**config.mk**
```make
export PLATFORM = sky130hd
export DESIGN_NAME = gun_sprite_render
export DESIGN_NICKNAME = d
export VERILOG_FILES = /design/src/rtl/gun_sprite_render.sv
export SDC_FILE = /design/constraint.sdc
export NUM_CORES = 1
export LEC_CHECK = 0
export CAP_MARGIN = 20
export CORE_MARGIN = 5
export CORE_UTILIZATION = 46
export DETAILED_ROUTE_END_ITERATION = 12
export PLACE_DENSITY = 0.73
export SYNTH_ARGS = -nofsm -noshare
export SYNTH_HDL_FRONTEND = slang
export SYNTH_SLANG_ARGS = --single-unit
```
**constraint.sdc**
```tcl
create_clock -name clka -period 4.1 [get_ports clka]
set_input_delay 0.41 -clock clka [delete_from_list [all_inputs] [get_ports clka]]
set_output_delay 0.41 -clock clka [all_outputs]
set_load 0.05 [all_outputs]
```
**src/rtl/gun_sprite_render.sv**
```systemverilog
// Gun sprite overlay stage: window test and ROM addressing, then colour-keyed compositing
// of the returned sprite pixel over the background, three cycles from input to output.
module gun_sprite_render #(
    parameter int unsigned SPR_W   = 40,
    parameter int unsigned SPR_H   = 40,
    parameter int unsigned ADDR_W  = 11,
    parameter int unsigned X_W     = 10,
    parameter int unsigned Y_W     = 10,
    parameter logic [15:0] KEY_RGB = 16'hF81F
) (
    input  logic              clka,
    input  logic              rsta_n,
    input  logic              frame_start,
    input  logic [X_W-1:0]    pos_x,
    input  logic [Y_W-1:0]    pos_y,
    input  logic              show,
    input  logic              pix_valid,
    input  logic [X_W-1:0]    pix_x,
    input  logic [Y_W-1:0]    pix_y,
    input  logic [15:0]       bg_rgb,
    output logic [ADDR_W-1:0] rom_addr,
    input  logic [15:0]       rom_data,
    output logic              out_valid,
    output logic [15:0]       out_rgb,
    output logic              hit
);

    logic [X_W-1:0]    px;
    logic [Y_W-1:0]    py;
    logic              en;

    logic [X_W:0]      x_end;
    logic [Y_W:0]      y_end;
    logic [X_W-1:0]    col;
    logic [Y_W-1:0]    row;
    logic [ADDR_W-1:0] lin;
    logic              in_win;

    logic              v1, w1, v2, w2;
    logic [15:0]       bg1, bg2;
    logic              opaque;

    always_ff @(posedge clka) begin
        if (!rsta_n) begin
            px <= '0;
            py <= '0;
            en <= 1'b0;
        end else if (frame_start) begin
            px <= pos_x;
            py <= pos_y;
            en <= show;
        end
    end

    // Window ends are one bit wider so a sprite hanging off the right/bottom never wraps.
    always_comb begin
        x_end  = {1'b0, px} + (X_W + 1)'(SPR_W);
        y_end  = {1'b0, py} + (Y_W + 1)'(SPR_H);
        in_win = en & pix_valid
               & (pix_x >= px) & ({1'b0, pix_x} < x_end)
               & (pix_y >= py) & ({1'b0, pix_y} < y_end);
    end

    // row*SPR_W as a constant shift-and-add sum (row<<5 + row<<3 for a 40-wide sprite).
    always_comb begin
        col = pix_x - px;
        row = pix_y - py;
        lin = '0;
        for (int i = 0; i < 32; i++) begin
            if (SPR_W[i]) begin
                lin = lin + (ADDR_W'(row) << i);
            end
        end
        lin = lin + ADDR_W'(col);
    end

    always_ff @(posedge clka) begin
        if (!rsta_n) begin
            rom_addr <= '0;
            v1       <= 1'b0;
            w1       <= 1'b0;
            bg1      <= '0;
            v2       <= 1'b0;
            w2       <= 1'b0;
            bg2      <= '0;
        end else begin
            rom_addr <= in_win ? lin : '0;
            v1       <= pix_valid;
            w1       <= in_win;
            bg1      <= bg_rgb;
            v2       <= v1;
            w2       <= w1;
            bg2      <= bg1;
        end
    end

    assign opaque = w2 & (rom_data != KEY_RGB);

    always_ff @(posedge clka) begin
        if (!rsta_n) begin
            out_valid <= 1'b0;
            out_rgb   <= '0;
            hit       <= 1'b0;
        end else begin
            out_valid <= v2;
            out_rgb   <= v2 ? (opaque ? rom_data : bg2) : 16'h0000;
            hit       <= v2 & opaque;
        end
    end

endmodule

```
==> summary.md, run 1 <==
| Metric | Value |
|---|---|
| Share of layout cells above drive strength 1 | 6.55% |
| Slowest stage delay, CP | 0.53 ns |
| Net count after synthesis | 604 |
| Clock buffer depth | 2 |
| Startpoint class of the critical path | input port |
| Post-synthesis cell count | 475 |
| GRT Util Overall | 18.2% |
| Synth Area per Inst | 9.64 um2 |
| Vias | 3692 |
| Kind of critical path | in2reg |
| Clock root buffer | clkbuf_8 |
| CTS tree | done |
| Total Wirelength | 10.6 mm |
| Setup crit end kind | flip-flop |
| CP cell instances | clkdlybuf4s50_1 > inv_1 > ha_1 > inv_1 > fa_1 > a21o_1 > a21oi_2 > o21bai_1 > a21oi_2 > xor2_1 > fa_1 > inv_1 > ha_1 > a21o_1 > a21oi_2 > and4b_1 > a211o_1 > xor2_1 > a211oi_1 |
| DRT Pass-1 Iters | 4 |
| Most frequent cell after synthesis | dfxtp_1 |
| Worst Skew | 0.00831 ns |
| Drt drc | 0 |
| Final Setup Violations | 0 |
| Syn Std Cell Area | 0.00458 mm2 |
| Routed len/inst | 14.5 um |
| Hold Crit Class | reg2reg |
| Initial core utilization | 47.1% |
| Power per cell area | 370 mW/mm2 |
| Final ANT Viol Nets | 0 |
| Vias in the first global route | 3671 |
| Final period utilization | 94.4% |
| Async SR Flop Fraction | 0% |
| Worst-path clk slew | 0.09 ns |
| Worst-Skew Late Latency | 0.35 ns |
| Die height | 110 um |
| Most common library cells after synthesis | dfxtp_1, inv_1, ha_1 |
| Setup bufs post-CTS | 0 |
| # diodes | 0 |
| Fill count | 855 |
| First-pass GRT wire length | 17.2 mm |
| Crit path DAT | 4.14 ns |
| Largest net degree at the start of global routing | 58 |
| Largest cells by area after synthesis | dfxtp_1, ha_1, mux2i_1 |
| Worst path buffer plus inverter count | 4 |
| Min Tclk post-route | 3.87 ns |
| Final Non-Filler Cells | 728 |
| RePlAce Congestion | 0.822 |
| Die width | 110 um |
| CP required | 4.37 ns |
| Slowest cell on crit path | fa_1 |
| Leak | 0.00260 uW |
| Grt ovf | 0 |
| Relative slew slack | 59.3% |
| Sequential fraction of the synthesis area | 37.6% |
| Initial DRC Count | 137 |
| Area leader, netlist | dfxtp_1 |
| Via density | 5.07 |
| Slew @ Worst Pin | 0.609 ns |
| Cts bufs inserted | 9 |
| Critical path's top delay family | adder cells |
| Final hold vios | 0 |
| Post-synthesis register bit count | 86 |
| Synth cell types | 48 |
| Post-synth EDFFs | 0 |
| Hold_buf cts | 0 |
| Achievable Freq | 0.258 GHz |
| Layout Nets | 719 |
| Port-buffer cells | 105 |
| Final Slew Violations | 0 |
| Critical path fanouts, max | 2 |
| Deepest level of the CTS H-tree | 3 |
| Main synth FF type | dfxtp_1 |
| Yosys Warn Count | 0 |
| Sink Count | 86 |
| Pwr Total | 2240 uW |
| Layout area overhead | 32.4% |
| Placed Instances | 712 |
| Layout Utilization | 62.3% |
| Die area | 0.0120 mm2 |
| Max-Cap Viols | 0 |
| Area of the core | 0.00973 mm2 |
| Worst IR drop on VDD | 0.204 mV |
| I/O pin cnt | 106 |
| Initial antenna violation count | 0 |
| Post-DP HPWL | 8.48 mm |
| Status | finished clean |
| Post-synth top area share | 37.6% |
| Cell row count | 36 |
metrics by stage:
stage	hold slack [ns]	setup TNS (ns)	area, um2	worst slack (ns)
3_3_place_gp	0.416	-0.103	5840	-0.103
3_5_place_dp	0.418	-0.220	5840	-0.220
4_1_cts	0.439	0	6050	0.146
5_1_grt	0.452	-0.0124	6060	-0.0124
6_report	0.436	0	6060	0.231
2_1_floorplan	0.412	0	4580	0.217
final cells by class:
class / count / area [um2] / area share (%)
flip-flops and latches: 86 / 1720 / 28.4
clock buffers: 10 / 138 / 2.27
inverters: 48 / 180 / 2.97
multi-input cells: 325 / 2630 / 43.3
repair buffers: 120 / 1160 / 19.2
well taps: 133 / 166 / 2.75
clock inverters: 6 / 67.6 / 1.11
state kept, by name (all words and copies together), names as in the netlist:
name	flops
bg1	16
bg2	16
out_rgb	16
rom_addr	11
px	10
py	10
en	1
hit	1
out_valid	1
v1	1
v2	1
w1	1
w2	1
path summary, 6_finish.rpt:
kind | start | endpoint | slack (ns) | depth (start not counted)
max | pix_x[0] | rom_addr[10] | 0.23 | 19
max reg2reg | px[5] | rom_addr[10] | 0.37 | 17
min reg2reg | bg1[5] | bg2[5] | 0.44 | 1
min | bg1[5] | bg2[5] | 0.44 | 1
what timing repair did:
| item | 4_1_cts | 5_1_grt |
|---|---|---|
| resized for setup | 0 | 4 |
| endpoints found under the hold margin | 0 | 0 |
| endpoints found under the setup margin | 0 | 1 |
power breakdown:
group          leakage (uW)  switching (uW)  internal [uW]
Clock              0.000105             310            303
Combinational       0.00179             368            384
Sequential         0.000705            16.0            864
metal layers:
metal | vias up | global-route usage, % | part of all wire (%)
met5 | - | 0 | 0
met4 | 0 | 7.84 | 2.4
met3 | 23 | 3.17 | 3.7
met2 | 87 | 30.2 | 49
met1 | 1728 | 23.2 | 45
li1 | 1854 | - | -
cell families (layout without fill, tap and decap cells):
logic type	after synthesis	after routing	synth area share, %
compound gates	84	84	12.8
xor+xnor	27	27	5.17
fa+ha+maj	52	52	15.5
buf+inv	64	184	5.41
flops	86	86	37.6
mux	34	34	7.43
simple gates	128	128	16.0
layout by cell type, fill, tap and decap left out, types with 3 or more instances in the layout:
master	n
xnor2_1	18
a21oi_1	17
fa_1	8
xor2_1	9
o21ai_0	11
nor4_1	6
a21oi_2	3
a21o_1	10
o211ai_1	4
dfxtp_1	86
and2_1	37
mux2i_1	34
a211oi_1	16
a31oi_1	3
nand4_1	4
ha_1	44
o21bai_1	4
nor2b_1	24
clkbuf_8	10
nor2_1	20
nand2_1	13
inv_1	48
clkdlybuf4s50_1	105
nand2b_1	3
o2111ai_1	3
nor3_1	4
buf_4	15
nand3_1	4
Note: power is estimated with default switching activity, not from simulation.
==> run 2: changes to the inputs <==
--- a/config.mk
+++ b/config.mk
@@ -7,9 +7,9 @@
 export LEC_CHECK = 0
 export CAP_MARGIN = 20
 export CORE_MARGIN = 5
-export CORE_UTILIZATION = 46
+export CORE_UTILIZATION = 35
 export DETAILED_ROUTE_END_ITERATION = 12
-export PLACE_DENSITY = 0.73
+export PLACE_DENSITY = 0.58
 export SYNTH_ARGS = -nofsm -noshare
 export SYNTH_HDL_FRONTEND = slang
 export SYNTH_SLANG_ARGS = --single-unit
==> summary.md, run 2 (synthesized netlist as in run 1, its figures left out) <==
| Metric | Value |
|---|---|
| Max-Cap Viols | 0 |
| Hold Crit Class | reg2reg |
| WHS | 0.428 ns |
| Initial antenna violation count | 0 |
| Deepest level of the CTS H-tree | 3 |
| Cts bufs inserted | 9 |
| Final Slew Violations | 0 |
| Final Non-Filler Cells | 767 |
| CP cell instances | clkdlybuf4s50_1 > inv_1 > ha_1 > inv_1 > fa_1 > a21o_1 > a21oi_1 > o21bai_1 > a21oi_1 > xor2_1 > fa_1 > inv_1 > ha_1 > a21o_1 > a21oi_2 > and4b_1 > a211o_1 > xor2_1 > a211oi_1 |
| Most frequent cells in the layout | clkdlybuf4s50_1, dfxtp_1, inv_1, ha_1, and2_1 |
| Relative slew slack | 32.7% |
| Initial DRC Count | 171 |
| Pwr Total | 2490 uW |
| Status | finished clean |
| Cell row count | 41 |
| RePlAce Congestion | 0.878 |
| Crit path DAT | 4.17 ns |
| Vias in the first global route | 3739 |
| Power per cell area | 402 mW/mm2 |
| Setup crit end kind | flip-flop |
| Vias | 3645 |
| Slew @ Worst Pin | 1.00 ns |
| Layout Nets | 719 |
| # diodes | 0 |
| I/O pin cnt | 106 |
| Area of the core | 0.0127 mm2 |
| Kind of critical path | in2reg |
| Die area | 0.0155 mm2 |
| Die width | 124 um |
| Grt ovf | 0 |
| Most common cell after layout, fill and taps aside | clkdlybuf4s50_1 |
| Port-buffer cells | 105 |
| Min Tclk post-route | 3.91 ns |
| DRT Pass-1 Iters | 4 |
| Sink Count | 86 |
| Worst IR drop on VDD | 0.210 mV |
| Worst Skew | 0.00660 ns |
| Worst path most repeated cell | inv_1 |
| Initial core utilization | 36.0% |
| Clock root buffer | clkbuf_16 |
| Via density | 4.75 |
| Drt drc | 0 |
| Routed len/inst | 14.5 um |
| RSZ-0062 raised after global routing | false |
| Worst-Skew Late Latency | 0.35 ns |
| CP required | 4.35 ns |
| Regs by FF count | bg1 (16), bg2 (16), out_rgb (16) |
| CTS tree | done |
| Largest net degree at the start of global routing | 57 |
| Final Setup Violations | 0 |
| Leak | 0.00264 uW |
| Startpoint class of the critical path | input port |
| GRT Util Overall | 14.9% |
| Critical path fanouts, max | 2 |
| First-pass GRT wire length | 18.9 mm |
| Hold_buf cts | 0 |
| Final ANT Viol Nets | 0 |
| Achievable Freq | 0.256 GHz |
| Slowest stage delay, CP | 0.53 ns |
| Layout Utilization | 48.8% |
| Slowest cell on crit path | fa_1 |
| Final period utilization | 95.4% |
| Total Wirelength | 11.1 mm |
| Post-DP HPWL | 8.84 mm |
| Worst-path clk slew | 0.07 ns |
| Final hold vios | 0 |
| Clock buffer depth | 2 |
| Die height | 124 um |
| Placed Instances | 751 |
| Share of layout cells above drive strength 1 | 6.05% |
| Layout area overhead | 35.6% |
==> run 2: layout make-up <==
| cell class | count | area, um2 |
|---|---|---|
| inverters | 48 | 180 |
| flip-flops and latches | 86 | 1720 |
| clock buffers | 9 | 225 |
| repair buffers | 120 | 1160 |
| multi-input cells | 325 | 2610 |
| fillers | 1249 | 6510 |
| clock inverters | 7 | 90.1 |
| well taps | 172 | 215 |
==> run 2: worst max-delay path, delay by kind of cell <==
kind,cells,cell delay [ns]
and+or+nand+nor,1,0.21
buffers and inverters,4,0.55
adders and majority gates,4,1.37
AOI/OAI and AO/OA,8,1.33
xor gates and xnor gates,2,0.27
==> run 2: per-layer routing <==
metal	vias to the layer above	GRT usage [%]	wire, um
met4	0	6.38	276
met1	1687	19.2	5270
met3	17	3.04	393
met5	-	0	0
li1	1863	-	-
met2	78	24.1	5210
==> run 2: stage by stage <==
stage                     setup TNS (ns)  setup WS, ns  instance area, um2
after CTS                              0         0.155                6200
after floorplan                        0         0.217                4580
after detailed placement          -0.191        -0.191                5890
final                                  0         0.189                6210
after global routing                   0       0.00763                6210
after global placement            -0.128        -0.128                5890
==> run 2: worst paths after layout <==
| check | from | end | slack (ns) | cells past startpoint |
|---|---|---|---|---|
| max reg2reg | px[0] | rom_addr[10] | 0.36 | 17 |
| max | pix_x[0] | rom_addr[10] | 0.19 | 19 |
| min reg2reg | bg1[6] | bg2[6] | 0.43 | 1 |
| min | bg1[6] | bg2[6] | 0.43 | 1 |
==> run 2: timing repair <==
action	4_1_cts	5_1_grt
resized for setup	0	1
setup buffers	0	0
endpoints found under the setup margin	0	1
==> run 2: power by group <==
part	switching (uW)	internal (uW)	leakage [uW]
logic	370	393	0.00178
clock network	366	486	0.000147
registers	15.6	865	0.000705
total	752	1740	0.00264
